$ cat config.mk
export PLATFORM = sky130hd
export DESIGN_NAME = alu_writeback_flat
export DESIGN_NICKNAME = d
export VERILOG_FILES = /design/src/rtl/alu_wb_pkg.sv /design/src/rtl/alu_writeback_if.sv /design/src/rtl/alu_writeback_req_sync.sv /design/src/rtl/alu_writeback.sv /design/src/flat_wrapper.sv
export SDC_FILE = /design/constraint.sdc
export NUM_CORES = 1
export LEC_CHECK = 0
export ABC_AREA = 1
export BUFFER_PORTS_ARGS = -buffer_cell sky130_fd_sc_hd__buf_2
export CAP_MARGIN = 10
export CORE_MARGIN = 2
export CORE_UTILIZATION = 50
export CTS_BUF_LIST = sky130_fd_sc_hd__clkbuf_4 sky130_fd_sc_hd__clkbuf_8
export CTS_CLUSTER_SIZE = 24
export DETAILED_ROUTE_END_ITERATION = 10
export GPL_TIMING_DRIVEN = 0
export PLACE_DENSITY = 0.85
export SYNTH_ARGS = -nofsm -noshare
export SYNTH_HDL_FRONTEND = slang
export SYNTH_SLANG_ARGS = --single-unit
$ cat constraint.sdc
create_clock -name clk -period 2.1 [get_ports clk]
set_clock_uncertainty 0.1 [all_clocks]
set_input_delay 0.525 -clock clk [delete_from_list [all_inputs] [get_ports clk]]
set_output_delay 0.525 -clock clk [all_outputs]
set_load 0.02 [all_outputs]
$ cat src/rtl/alu_wb_pkg.sv
// Shared types and constants for the ALU writeback stage.
// Holds the FSM state encoding and the CPSR flag positions.
package alu_wb_pkg;

   typedef enum logic [2:0] {
      IDLE  = 3'd0,
      WR_LO = 3'd1,
      WR_HI = 3'd2,
      MEM   = 3'd3,
      DONE  = 3'd4
   } state_e;

   localparam int FLAG_N = 31;
   localparam int FLAG_Z = 30;
   localparam int FLAG_C = 29;
   localparam int FLAG_V = 28;

   localparam logic [31:0] NZCV_MASK = (32'd1 << FLAG_N) | (32'd1 << FLAG_Z) |
                                       (32'd1 << FLAG_C) | (32'd1 << FLAG_V);

   // Replace only the NZCV bits of the current CPSR with those produced by the ALU.
   function automatic logic [31:0] commit_nzcv(input logic [31:0] cur, input logic [31:0] alu);
      return (cur & ~NZCV_MASK) | (alu & NZCV_MASK);
   endfunction

endpackage

$ cat src/rtl/alu_writeback_if.sv
// Bus between the ALU, the writeback stage, the register file and the memory stage.
// The master modport is the environment, the slave modport is the writeback stage.
interface alu_writeback_if #(
   parameter int DATA_W = 32,
   parameter int REG_AW = 4
);
   logic              ready_in;
   logic [DATA_W-1:0] data_in1;
   logic [DATA_W-1:0] data_in2;
   logic [DATA_W-1:0] cpsr_in;
   logic              w_in;
   logic              long_in;
   logic              s_in;
   logic [REG_AW-1:0] rd_lo;
   logic [REG_AW-1:0] rd_hi;
   logic              mem_ready;
   logic              trigger_out;
   logic              rf_we;
   logic [REG_AW-1:0] rf_waddr;
   logic [DATA_W-1:0] rf_wdata;
   logic [DATA_W-1:0] cpsr;
   logic              mem_valid;
   logic [DATA_W-1:0] mem_data;
   logic              busy;

   modport master (
      output ready_in, data_in1, data_in2, cpsr_in, w_in, long_in, s_in, rd_lo, rd_hi, mem_ready,
      input  trigger_out, rf_we, rf_waddr, rf_wdata, cpsr, mem_valid, mem_data, busy
   );

   modport slave (
      input  ready_in, data_in1, data_in2, cpsr_in, w_in, long_in, s_in, rd_lo, rd_hi, mem_ready,
      output trigger_out, rf_we, rf_waddr, rf_wdata, cpsr, mem_valid, mem_data, busy
   );
endinterface

$ cat src/rtl/alu_writeback_req_sync.sv
// Multi-flop synchroniser for the two-phase request coming from the ALU clock domain.
module req_sync #(
   parameter int STAGES = 2
) (
   input  logic clk,
   input  logic rst_n,
   input  logic i_d,
   output logic o_q
);
   logic [STAGES-1:0] r_sync;

   // Shift chain; the oldest stage is the synchronised level.
   always_ff @(posedge clk or negedge rst_n) begin
      if (!rst_n) begin
         r_sync <= '0;
      end else begin
         r_sync <= {r_sync[STAGES-2:0], i_d};
      end
   end

   assign o_q = r_sync[STAGES-1];
endmodule

$ cat src/rtl/alu_writeback.sv
// Writeback stage behind the ALU: register-file writes, NZCV commit, memory forwarding,
// and a two-phase trigger back to the ALU once per result.
module alu_writeback
   import alu_wb_pkg::*;
#(
   parameter int          DATA_W      = 32,
   parameter int          REG_AW      = 4,
   parameter logic [31:0] CPSR_RESET  = 32'h0000_0000,
   parameter int          SYNC_STAGES = 2
) (
   input logic            clk,
   input logic            reset_n,
   alu_writeback_if.slave bus
);
   state_e            r_state, w_state_nxt;
   logic              w_req_s, w_pending, w_capture;
   logic              r_long;
   logic [REG_AW-1:0] r_rd_hi;
   logic [DATA_W-1:0] r_data2;

   logic              r_trigger,  w_trigger_nxt;
   logic              r_rf_we,    w_rf_we_nxt;
   logic [REG_AW-1:0] r_rf_waddr, w_rf_waddr_nxt;
   logic [DATA_W-1:0] r_rf_wdata, w_rf_wdata_nxt;
   logic [DATA_W-1:0] r_cpsr,     w_cpsr_nxt;
   logic              r_mem_valid, w_mem_valid_nxt;
   logic [DATA_W-1:0] r_mem_data, w_mem_data_nxt;
   logic              r_busy,     w_busy_nxt;

   req_sync #(.STAGES(SYNC_STAGES)) u_req_sync (
      .clk   (clk),
      .rst_n (reset_n),
      .i_d   (bus.ready_in),
      .o_q   (w_req_s)
   );

   assign w_pending = w_req_s ^ r_trigger;
   assign w_capture = (r_state == IDLE) && w_pending;

   // State register plus the operands still needed after the capture cycle.
   always_ff @(posedge clk or negedge reset_n) begin
      if (!reset_n) begin
         r_state <= IDLE;
         r_long  <= 1'b0;
         r_rd_hi <= '0;
         r_data2 <= '0;
      end else begin
         r_state <= w_state_nxt;
         if (w_capture) begin
            r_long  <= bus.long_in;
            r_rd_hi <= bus.rd_hi;
            r_data2 <= bus.data_in2;
         end else begin
            r_long  <= r_long;
            r_rd_hi <= r_rd_hi;
            r_data2 <= r_data2;
         end
      end
   end

   // Next-state decode.
   always_comb begin
      w_state_nxt = r_state;
      case (r_state)
         IDLE:    w_state_nxt = w_pending ? (bus.w_in ? WR_LO : MEM) : IDLE;
         WR_LO:   w_state_nxt = r_long ? WR_HI : DONE;
         WR_HI:   w_state_nxt = DONE;
         MEM:     w_state_nxt = bus.mem_ready ? DONE : MEM;
         DONE:    w_state_nxt = IDLE;
         default: w_state_nxt = IDLE;
      endcase
   end

   // Output decode from the upcoming state so every output leaves a flop.
   always_comb begin
      w_rf_we_nxt     = 1'b0;
      w_rf_waddr_nxt  = r_rf_waddr;
      w_rf_wdata_nxt  = r_rf_wdata;
      w_mem_valid_nxt = 1'b0;
      w_mem_data_nxt  = r_mem_data;
      w_busy_nxt      = (w_state_nxt != IDLE);
      if (w_capture && bus.s_in) begin
         w_cpsr_nxt = commit_nzcv(r_cpsr, bus.cpsr_in);
      end else begin
         w_cpsr_nxt = r_cpsr;
      end
      if (r_state == DONE) begin
         w_trigger_nxt = ~r_trigger;
      end else begin
         w_trigger_nxt = r_trigger;
      end
      case (w_state_nxt)
         WR_LO: begin
            w_rf_we_nxt    = 1'b1;
            w_rf_waddr_nxt = bus.rd_lo;
            w_rf_wdata_nxt = bus.data_in1;
         end
         WR_HI: begin
            w_rf_we_nxt    = 1'b1;
            w_rf_waddr_nxt = r_rd_hi;
            w_rf_wdata_nxt = r_data2;
         end
         MEM: begin
            w_mem_valid_nxt = 1'b1;
            if (w_capture) begin
               w_mem_data_nxt = bus.data_in1;
            end else begin
               w_mem_data_nxt = r_mem_data;
            end
         end
         default: begin
            w_rf_we_nxt = 1'b0;
         end
      endcase
   end

   // Output registers.
   always_ff @(posedge clk or negedge reset_n) begin
      if (!reset_n) begin
         r_trigger   <= 1'b0;
         r_rf_we     <= 1'b0;
         r_rf_waddr  <= '0;
         r_rf_wdata  <= '0;
         r_cpsr      <= CPSR_RESET;
         r_mem_valid <= 1'b0;
         r_mem_data  <= '0;
         r_busy      <= 1'b0;
      end else begin
         r_trigger   <= w_trigger_nxt;
         r_rf_we     <= w_rf_we_nxt;
         r_rf_waddr  <= w_rf_waddr_nxt;
         r_rf_wdata  <= w_rf_wdata_nxt;
         r_cpsr      <= w_cpsr_nxt;
         r_mem_valid <= w_mem_valid_nxt;
         r_mem_data  <= w_mem_data_nxt;
         r_busy      <= w_busy_nxt;
      end
   end

   assign bus.trigger_out = r_trigger;
   assign bus.rf_we       = r_rf_we;
   assign bus.rf_waddr    = r_rf_waddr;
   assign bus.rf_wdata    = r_rf_wdata;
   assign bus.cpsr        = r_cpsr;
   assign bus.mem_valid   = r_mem_valid;
   assign bus.mem_data    = r_mem_data;
   assign bus.busy        = r_busy;
endmodule
$ cat src/flat_wrapper.sv
// flat-port wrapper written by rule: the top's interface ports become plain ports
module alu_writeback_flat import alu_wb_pkg::*;
#(
   parameter int          DATA_W      = 32,
   parameter int          REG_AW      = 4,
   parameter logic [31:0] CPSR_RESET  = 32'h0000_0000,
   parameter int          SYNC_STAGES = 2
)
  (clk, reset_n, bus_ready_in, bus_data_in1, bus_data_in2, bus_cpsr_in, bus_w_in, bus_long_in, bus_s_in, bus_rd_lo, bus_rd_hi, bus_mem_ready, bus_trigger_out, bus_rf_we, bus_rf_waddr, bus_rf_wdata, bus_cpsr, bus_mem_valid, bus_mem_data, bus_busy);
  alu_writeback_if #(.DATA_W(DATA_W), .REG_AW(REG_AW)) bus_i ();
  input logic clk;
  input logic reset_n;
  input wire logic [$bits(bus_i.ready_in)-1:0] bus_ready_in;
  input wire logic [$bits(bus_i.data_in1)-1:0] bus_data_in1;
  input wire logic [$bits(bus_i.data_in2)-1:0] bus_data_in2;
  input wire logic [$bits(bus_i.cpsr_in)-1:0] bus_cpsr_in;
  input wire logic [$bits(bus_i.w_in)-1:0] bus_w_in;
  input wire logic [$bits(bus_i.long_in)-1:0] bus_long_in;
  input wire logic [$bits(bus_i.s_in)-1:0] bus_s_in;
  input wire logic [$bits(bus_i.rd_lo)-1:0] bus_rd_lo;
  input wire logic [$bits(bus_i.rd_hi)-1:0] bus_rd_hi;
  input wire logic [$bits(bus_i.mem_ready)-1:0] bus_mem_ready;
  output wire logic [$bits(bus_i.trigger_out)-1:0] bus_trigger_out;
  output wire logic [$bits(bus_i.rf_we)-1:0] bus_rf_we;
  output wire logic [$bits(bus_i.rf_waddr)-1:0] bus_rf_waddr;
  output wire logic [$bits(bus_i.rf_wdata)-1:0] bus_rf_wdata;
  output wire logic [$bits(bus_i.cpsr)-1:0] bus_cpsr;
  output wire logic [$bits(bus_i.mem_valid)-1:0] bus_mem_valid;
  output wire logic [$bits(bus_i.mem_data)-1:0] bus_mem_data;
  output wire logic [$bits(bus_i.busy)-1:0] bus_busy;
  assign bus_i.ready_in = bus_ready_in;
  assign bus_i.data_in1 = bus_data_in1;
  assign bus_i.data_in2 = bus_data_in2;
  assign bus_i.cpsr_in = bus_cpsr_in;
  assign bus_i.w_in = bus_w_in;
  assign bus_i.long_in = bus_long_in;
  assign bus_i.s_in = bus_s_in;
  assign bus_i.rd_lo = bus_rd_lo;
  assign bus_i.rd_hi = bus_rd_hi;
  assign bus_i.mem_ready = bus_mem_ready;
  assign bus_trigger_out = bus_i.trigger_out;
  assign bus_rf_we = bus_i.rf_we;
  assign bus_rf_waddr = bus_i.rf_waddr;
  assign bus_rf_wdata = bus_i.rf_wdata;
  assign bus_cpsr = bus_i.cpsr;
  assign bus_mem_valid = bus_i.mem_valid;
  assign bus_mem_data = bus_i.mem_data;
  assign bus_busy = bus_i.busy;
  alu_writeback #(.DATA_W(DATA_W), .REG_AW(REG_AW), .CPSR_RESET(CPSR_RESET), .SYNC_STAGES(SYNC_STAGES)) u_core (.clk(clk), .reset_n(reset_n), .bus(bus_i));
endmodule
==> results.json, run 1 <==
{
  "status": "finished, final reports clean",
  "ir_worst_vdd_v": 0.0007651,
  "netlist.area_leader.share": 0.5590,
  "p_seq_frac": 0.363,
  "crit_family": "buffers and inverters",
  "grt_first_pass_wirelength_um": 20140,
  "path_cells": "inv_2 > nand2_1 > nor2_2 > buf_4 > inv_4 > buf_4 > nand2_1 > nand2_1 > nand2_1 > nand2_1",
  "rows": 37,
  "worstPathMaxFanout": 10,
  "synth-seq-cells": 118,
  "cpMostUsedCell": "nand2_1",
  "top_layer_used": "met4",
  "cp-start-kind": "flip-flop",
  "drt-total-wl_um": 12180,
  "syn_avg_cell_area_sq_um": 9.219,
  "clk_latency_ps": 400,
  "met2RoutedLength_um": 5844,
  "synth.area.top_cells": "dfrtp_1 56%, nand2_1 20%, mux2_2 7.9%",
  "pwr-share-clk": 0.183,
  "multi_input_area_sq_um": 1971,
  "ant_nets": 0,
  "grt_pass1_vias": 4208,
  "wl_per_cell_um": 13.15,
  "die_area_sq_um": 11400,
  "post-route-min-period_ps": 1737,
  "fp.coreArea_sq_um": 10280,
  "synth-seq-area-share": 0.5590,
  "synthCells": 573,
  "reg2reg_setup_slack_ps": 360,
  "portBuffers": 158,
  "slew_headroom": 0.6644,
  "grt_overflow": 0,
  "antenna_found_initial": 0,
  "cts_buffer_depth": 2,
  "fmax_mhz": 575.6,
  "final_net_count": 890,
  "wl_met3_um": 745,
  "rsz0062_at_grt": "false",
  "fill_cells": 869,
  "power_leakage_nw": 3.871,
  "dr.pass1.iters": 5,
  "drt_iter0_markers": 167,
  "synth_area_leader_cell": "dfrtp_1",
  "cp_num_buf_inv": 4,
  "period_share": 0.8273,
  "gr-usage-all-layers": 0.2245,
  "die_h_um": 106.8,
  "yosysUniqueCellTypes": 24,
  "cellInternalPower_mw": 6.484,
  "pwr_density_cell_nw_per_um2": 1613,
  "clk_pin_slew_ps": 70,
  "cts_tree": "built",
  "synth_warnings": 0,
  "crit_path_max_incr_delay_ps": 430,
  "drt-met1-wl_um": 5459,
  "combPwrFrac": 0.455,
  "final.hold.worst_slack_ps": 125.0,
  "seq_area_sq_um": 2953,
  "cts-resized-gates": 0,
  "cap_violations": 0,
  "crit_required_ps": 2290,
  "power_switching_share": 0.4067,
  "hold_violations": 0,
  "crit_arrival_ps": 1920,
  "hpwl_um": 9080,
  "cts-root-buf": "clkbuf_8",
  "gp_congestion": 0.8193,
  "io_pins": 215,
  "tightestPinTransition_ps": 503.4,
  "die_w_um": 106.8,
  "cts_setup_buffers": 0,
  "cts_max_level": 4,
  "setup_viol": 0,
  "slew_viol_final": 0,
  "clock-sinks": 118,
  "viasPerCell": 4.656,
  "numCtsBuffers": 17,
  "num_vias": 4311,
  "area_growth_syn_to_layout_pct": 28.23,
  "n_antenna_cell": 0,
  "grt_max_degree": 66,
  "drc": 0,
  "min_path_type": "in2reg",
  "power.total_mw": 10.93,
  "drive_above_1_share": 0.3722,
  "worst-setup-path-type": "reg2reg",
  "p_sw_mw": 4.445,
  "worstSetupEndpointType": "flip-flop",
  "netlist_area_sq_um": 5283,
  "slowest_stage": "dfrtp_1",
  "initial_core_util": 0.5140
}
worst paths after layout:
| check | from | endpoint | cells after the start |
|---|---|---|---|
| setup / recovery | u_core.r_state[2] | u_core.bus.rf_waddr[2] | 10 |
| hold / removal | bus_ready_in | u_core.u_req_sync.r_sync[0] | 1 |
| setup reg to reg | u_core.r_state[2] | u_core.bus.rf_waddr[2] | 10 |
| hold reg to reg | u_core.u_req_sync.r_sync[0] | u_core.u_req_sync.r_sync[1] | 0 |
| max in group asynchronous | reset_n | u_core.r_data2[28] | 3 |
| min in group asynchronous | reset_n | u_core.bus.rf_wdata[2] | 2 |
final cells by class:
cell class	instances	area share
flip-flops and latches	118	0.4359
clock buffers	21	0.04174
clock inverters	9	0.01515
repair buffers	160	0.1232
multi-input cells	412	0.2909
well taps	136	0.02512
plain buffers	55	0.05929
inverters	15	0.008681
cell families (layout without fill, tap and decap cells):
| kind of cell | count (synthesis) | after routing | share of synthesized area |
|---|---|---|---|
| other cells | 1 | 28 | 0.0007099 |
| compound gates | 5 | 5 | 0.004736 |
| flops | 118 | 118 | 0.5590 |
| mux | 37 | 37 | 0.07887 |
| simple gates | 341 | 341 | 0.2679 |
| buf+inv | 70 | 260 | 0.08716 |
| xor+xnor | 1 | 1 | 0.001658 |
Yosys cell counts:
cell type	number
a21oi_1	1
buf_1	3
buf_2	12
buf_4	33
buf_6	6
buf_8	1
conb_1	1
dfrtp_1	118
inv_1	11
inv_2	3
inv_4	1
mux2_2	37
nand2_1	288
nand2_2	3
nand2_4	1
nand2_8	1
nand3_1	39
nand3_4	2
nor2_1	2
nor2_2	1
nor2_4	3
o21ai_0	4
or2_2	1
xor2_1	1
per-layer routing:
layer / global-route usage / vias to the layer above
li1: - / 2141
met5: 0 / -
met2: 0.3658 / 156
met3: 0.05471 / 10
met1: 0.3015 / 2004
met4: 0.06215 / 0
worst register-to-register path, stage by stage, from the launching register on:
cell and delay (ps):
dfrtp_1 430, inv_2 100, nand2_1 60, nor2_2 150, buf_4 230, inv_4 110, buf_4 190, nand2_1 70
nand2_1 60, nand2_1 70, nand2_1 40
cell usage in the layout, fill, tap and decap left out, drive strengths merged, types with 2 or more instances in the layout:
cell and count:
mux2 37, clkinvlp 3, nor2 6, clkbuf 21, nand3 41, nand2 293, conb 28, dfrtp 118
o21ai 4, buf 214, inv 15, bufinv 2, clkinv 4
sequential cells by signal, indices dropped and copies added (netlist names), 2 cells and up:
signal	count
u_core.bus.cpsr	4
u_core.r_data2	32
u_core.bus.mem_data	32
u_core.r_state	3
u_core.u_req_sync.r_sync	2
u_core.r_rd_hi	4
u_core.bus.rf_waddr	4
u_core.bus.rf_wdata	32
repair_timing:
item | 4_1_cts | 5_1_grt
endpoints found under the setup margin | 0 | 0
hold endpoints to repair | 53 | 0
hold buffers | 1 | 0
power groups by stage:
stage               sequential (mW)  combinational, mW  clock [mW]
floorplan                      4.77               2.70           0
global placement               3.96               4.89           0
detailed placement             3.99               5.02           0
CTS                            3.96               5.04        2.03
global route                   4.09               5.52        2.17
finish                         3.97               4.97        2.00
metrics by stage:
stage | worst slack [ps] | TNS [ps] | cells | utilization | area [sq um]
finish | 362.6 | 0 | 926 | 0.6591 | 6774
global route | 186.8 | 0 | 926 | 0.6591 | 6774
CTS | 352.6 | 0 | 926 | 0.6591 | 6774
detailed placement | 237.4 | 0 | 895 | 0.6206 | 6379
global placement | -1046 | -122600 | 894 | 0.6174 | 6345
floorplan | 454.7 | 0 | 600 | - | 5384
No activity file was read; power rests on OpenSTA's default activity.
==> run 2: changes to the inputs <==
clock period = 1.7 ns   (was 2.1 ns; I/O delays follow)
==> run 2 against run 1 <==
Effect of this change: fmax grew 4.1%; critical endpoint is now u_core.bus.rf_wdata[8]; setup slack worse by 330 ps; routed wire length increased by 4.4%; hold slack improved by 5.8 ps.
==> results.json, run 2 (same netlist as run 1, synthesis figures left out) <==
{
  "status": "finished, final reports clean",
  "final_net_count": 909,
  "n_antenna_cell": 0,
  "clock-sinks": 118,
  "cts-root-buf": "clkbuf_8",
  "grt_overflow": 0,
  "antenna_found_initial": 0,
  "die_w_um": 106.8,
  "fmax_mhz": 599.2,
  "gp_congestion": 0.8193,
  "numCtsBuffers": 17,
  "worstPathMaxFanout": 10,
  "slew_headroom": 0.6630,
  "rsz0062_at_grt": "true",
  "crit_required_ps": 1900,
  "hpwl_um": 9080,
  "grt_first_pass_wirelength_um": 20360,
  "final_cell_mix": "278 x nand2_1, 164 x buf_2, 118 x dfrtp_1",
  "io_pins": 215,
  "cts_tree": "built",
  "cts_buffer_depth": 2,
  "cp-start-kind": "flip-flop",
  "area_growth_syn_to_layout_pct": 33.33,
  "period_share": 0.9817,
  "pwr_density_cell_nw_per_um2": 2016,
  "initial_core_util": 0.5140,
  "drt_iter0_markers": 177,
  "worstSetupEndpointType": "flip-flop",
  "clk_pin_slew_ps": 70,
  "drive_above_1_share": 0.4005,
  "finalWorstSetupSlack_ps": 31.18,
  "fin_setup_tns_ps": 0,
  "viasPerCell": 4.662,
  "crit_arrival_ps": 1860,
  "power.total_mw": 14.20,
  "place_ws_ps": -62.58,
  "cap_violations": 0,
  "drt-total-wl_um": 12710,
  "ant_nets": 0,
  "ir_worst_vdd_v": 0.0009730,
  "num_vias": 4406,
  "cts_max_level": 4,
  "die_area_sq_um": 11400,
  "grt_pass1_vias": 4237,
  "dr.pass1.iters": 4,
  "slew_viol_final": 0,
  "min_path_type": "in2reg",
  "rows": 37,
  "worst-setup-path-type": "reg2reg",
  "tightestPinTransition_ps": 505.4,
  "wl_per_cell_um": 13.45,
  "clk_latency_ps": 400,
  "die_h_um": 106.8,
  "setup_viol": 0,
  "fp.coreArea_sq_um": 10280,
  "drc": 0,
  "post-route-min-period_ps": 1669,
  "gr-usage-all-layers": 0.2272,
  "grt_max_degree": 66,
  "final_common_cell": "nand2_1",
  "power_leakage_nw": 4.006,
  "portBuffers": 158,
  "hold_violations": 0
}
## run 2: cell count changes in the layout (fill, tap and decap cells not counted), moves of 3 or more
cell,previous run,this run
buf_4,33,47
nand2_1,288,278
nand2_2,3,9
buf_2,169,164
nand2_4,1,5
buf_12,0,3
buf_8,1,4
clkbuf_4,1,4
## run 2: path summary, 6_finish.rpt
kind	startpoint	to	slack [ps]	depth (start not counted)
worst min-delay path	bus_data_in1[20]	u_core.bus.mem_data[20]	130	3
worst max-delay path	u_core.r_state[2]	u_core.bus.rf_wdata[8]	30	9
min in group asynchronous	reset_n	u_core.bus.rf_wdata[2]	450	2
worst min register to register	u_core.u_req_sync.r_sync[0]	u_core.u_req_sync.r_sync[1]	250	0
max in group asynchronous	reset_n	u_core.r_rd_hi[1]	350	3
worst max register to register	u_core.r_state[2]	u_core.bus.rf_wdata[8]	30	9
## run 2: metal layers
layer | global-route usage | vias up | routed length, um
met5 | 0 | - | 0
met3 | 0.05471 | 8 | 832
met2 | 0.3722 | 164 | 6221
met1 | 0.3050 | 2051 | 5542
li1 | - | 2183 | -
met4 | 0.06030 | 0 | 116
## run 2: area by class of cell
cell class | instances | area (sq um)
Tap cell | 136 | 170.2
Multi-Input combinational cell | 413 | 2031
Buffer | 55 | 454.2
Timing Repair Buffer | 178 | 988.4
Clock buffer | 21 | 282.8
Clock inverter | 9 | 102.6
Sequential cell | 118 | 2953
Inverter | 15 | 61.31
Fill cell | 841 | 3234
## run 2: critical path, cell delays in order, from the launching register on
cell	delay [ps]
dfrtp_1	430
inv_2	100
nand2_2	70
nor2_4	150
inv_2	70
nand2_4	110
nand3_4	160
buf_2	230
nand3_1	90
nand2_1	50
## run 2: what timing repair did
action,in CTS,in global routing
pin swaps,2,4
setup buffers,5,12
gates resized for setup,4,31
endpoints found under the setup margin,66,98
gates cloned,0,1
hold buffers,1,1
hold endpoints to repair,53,1
## run 2: through the flow
step           hold WS, ps    util  area, sq um  std cells
2_1_floorplan        29.41       -         5384        600
3_3_place_gp         233.1  0.6174         6345        894
3_5_place_dp         237.2  0.6206         6379        895
4_1_cts             0.5793  0.6654         6839        931
5_1_grt              98.50  0.6853         7043        945
6_report             130.8  0.6853         7043        945
## run 2: where the power goes
| part | total, mW | internal [mW] | leakage [nW] | switching (mW) |
|---|---|---|---|---|
| clock network | 2.47 | 1.41 | 0.193 | 1.06 |
| registers | 4.90 | 4.20 | 1.44 | 0.700 |
| logic | 6.83 | 2.86 | 2.37 | 3.97 |
| total | 14.2 | 8.47 | 4.01 | 5.73 |
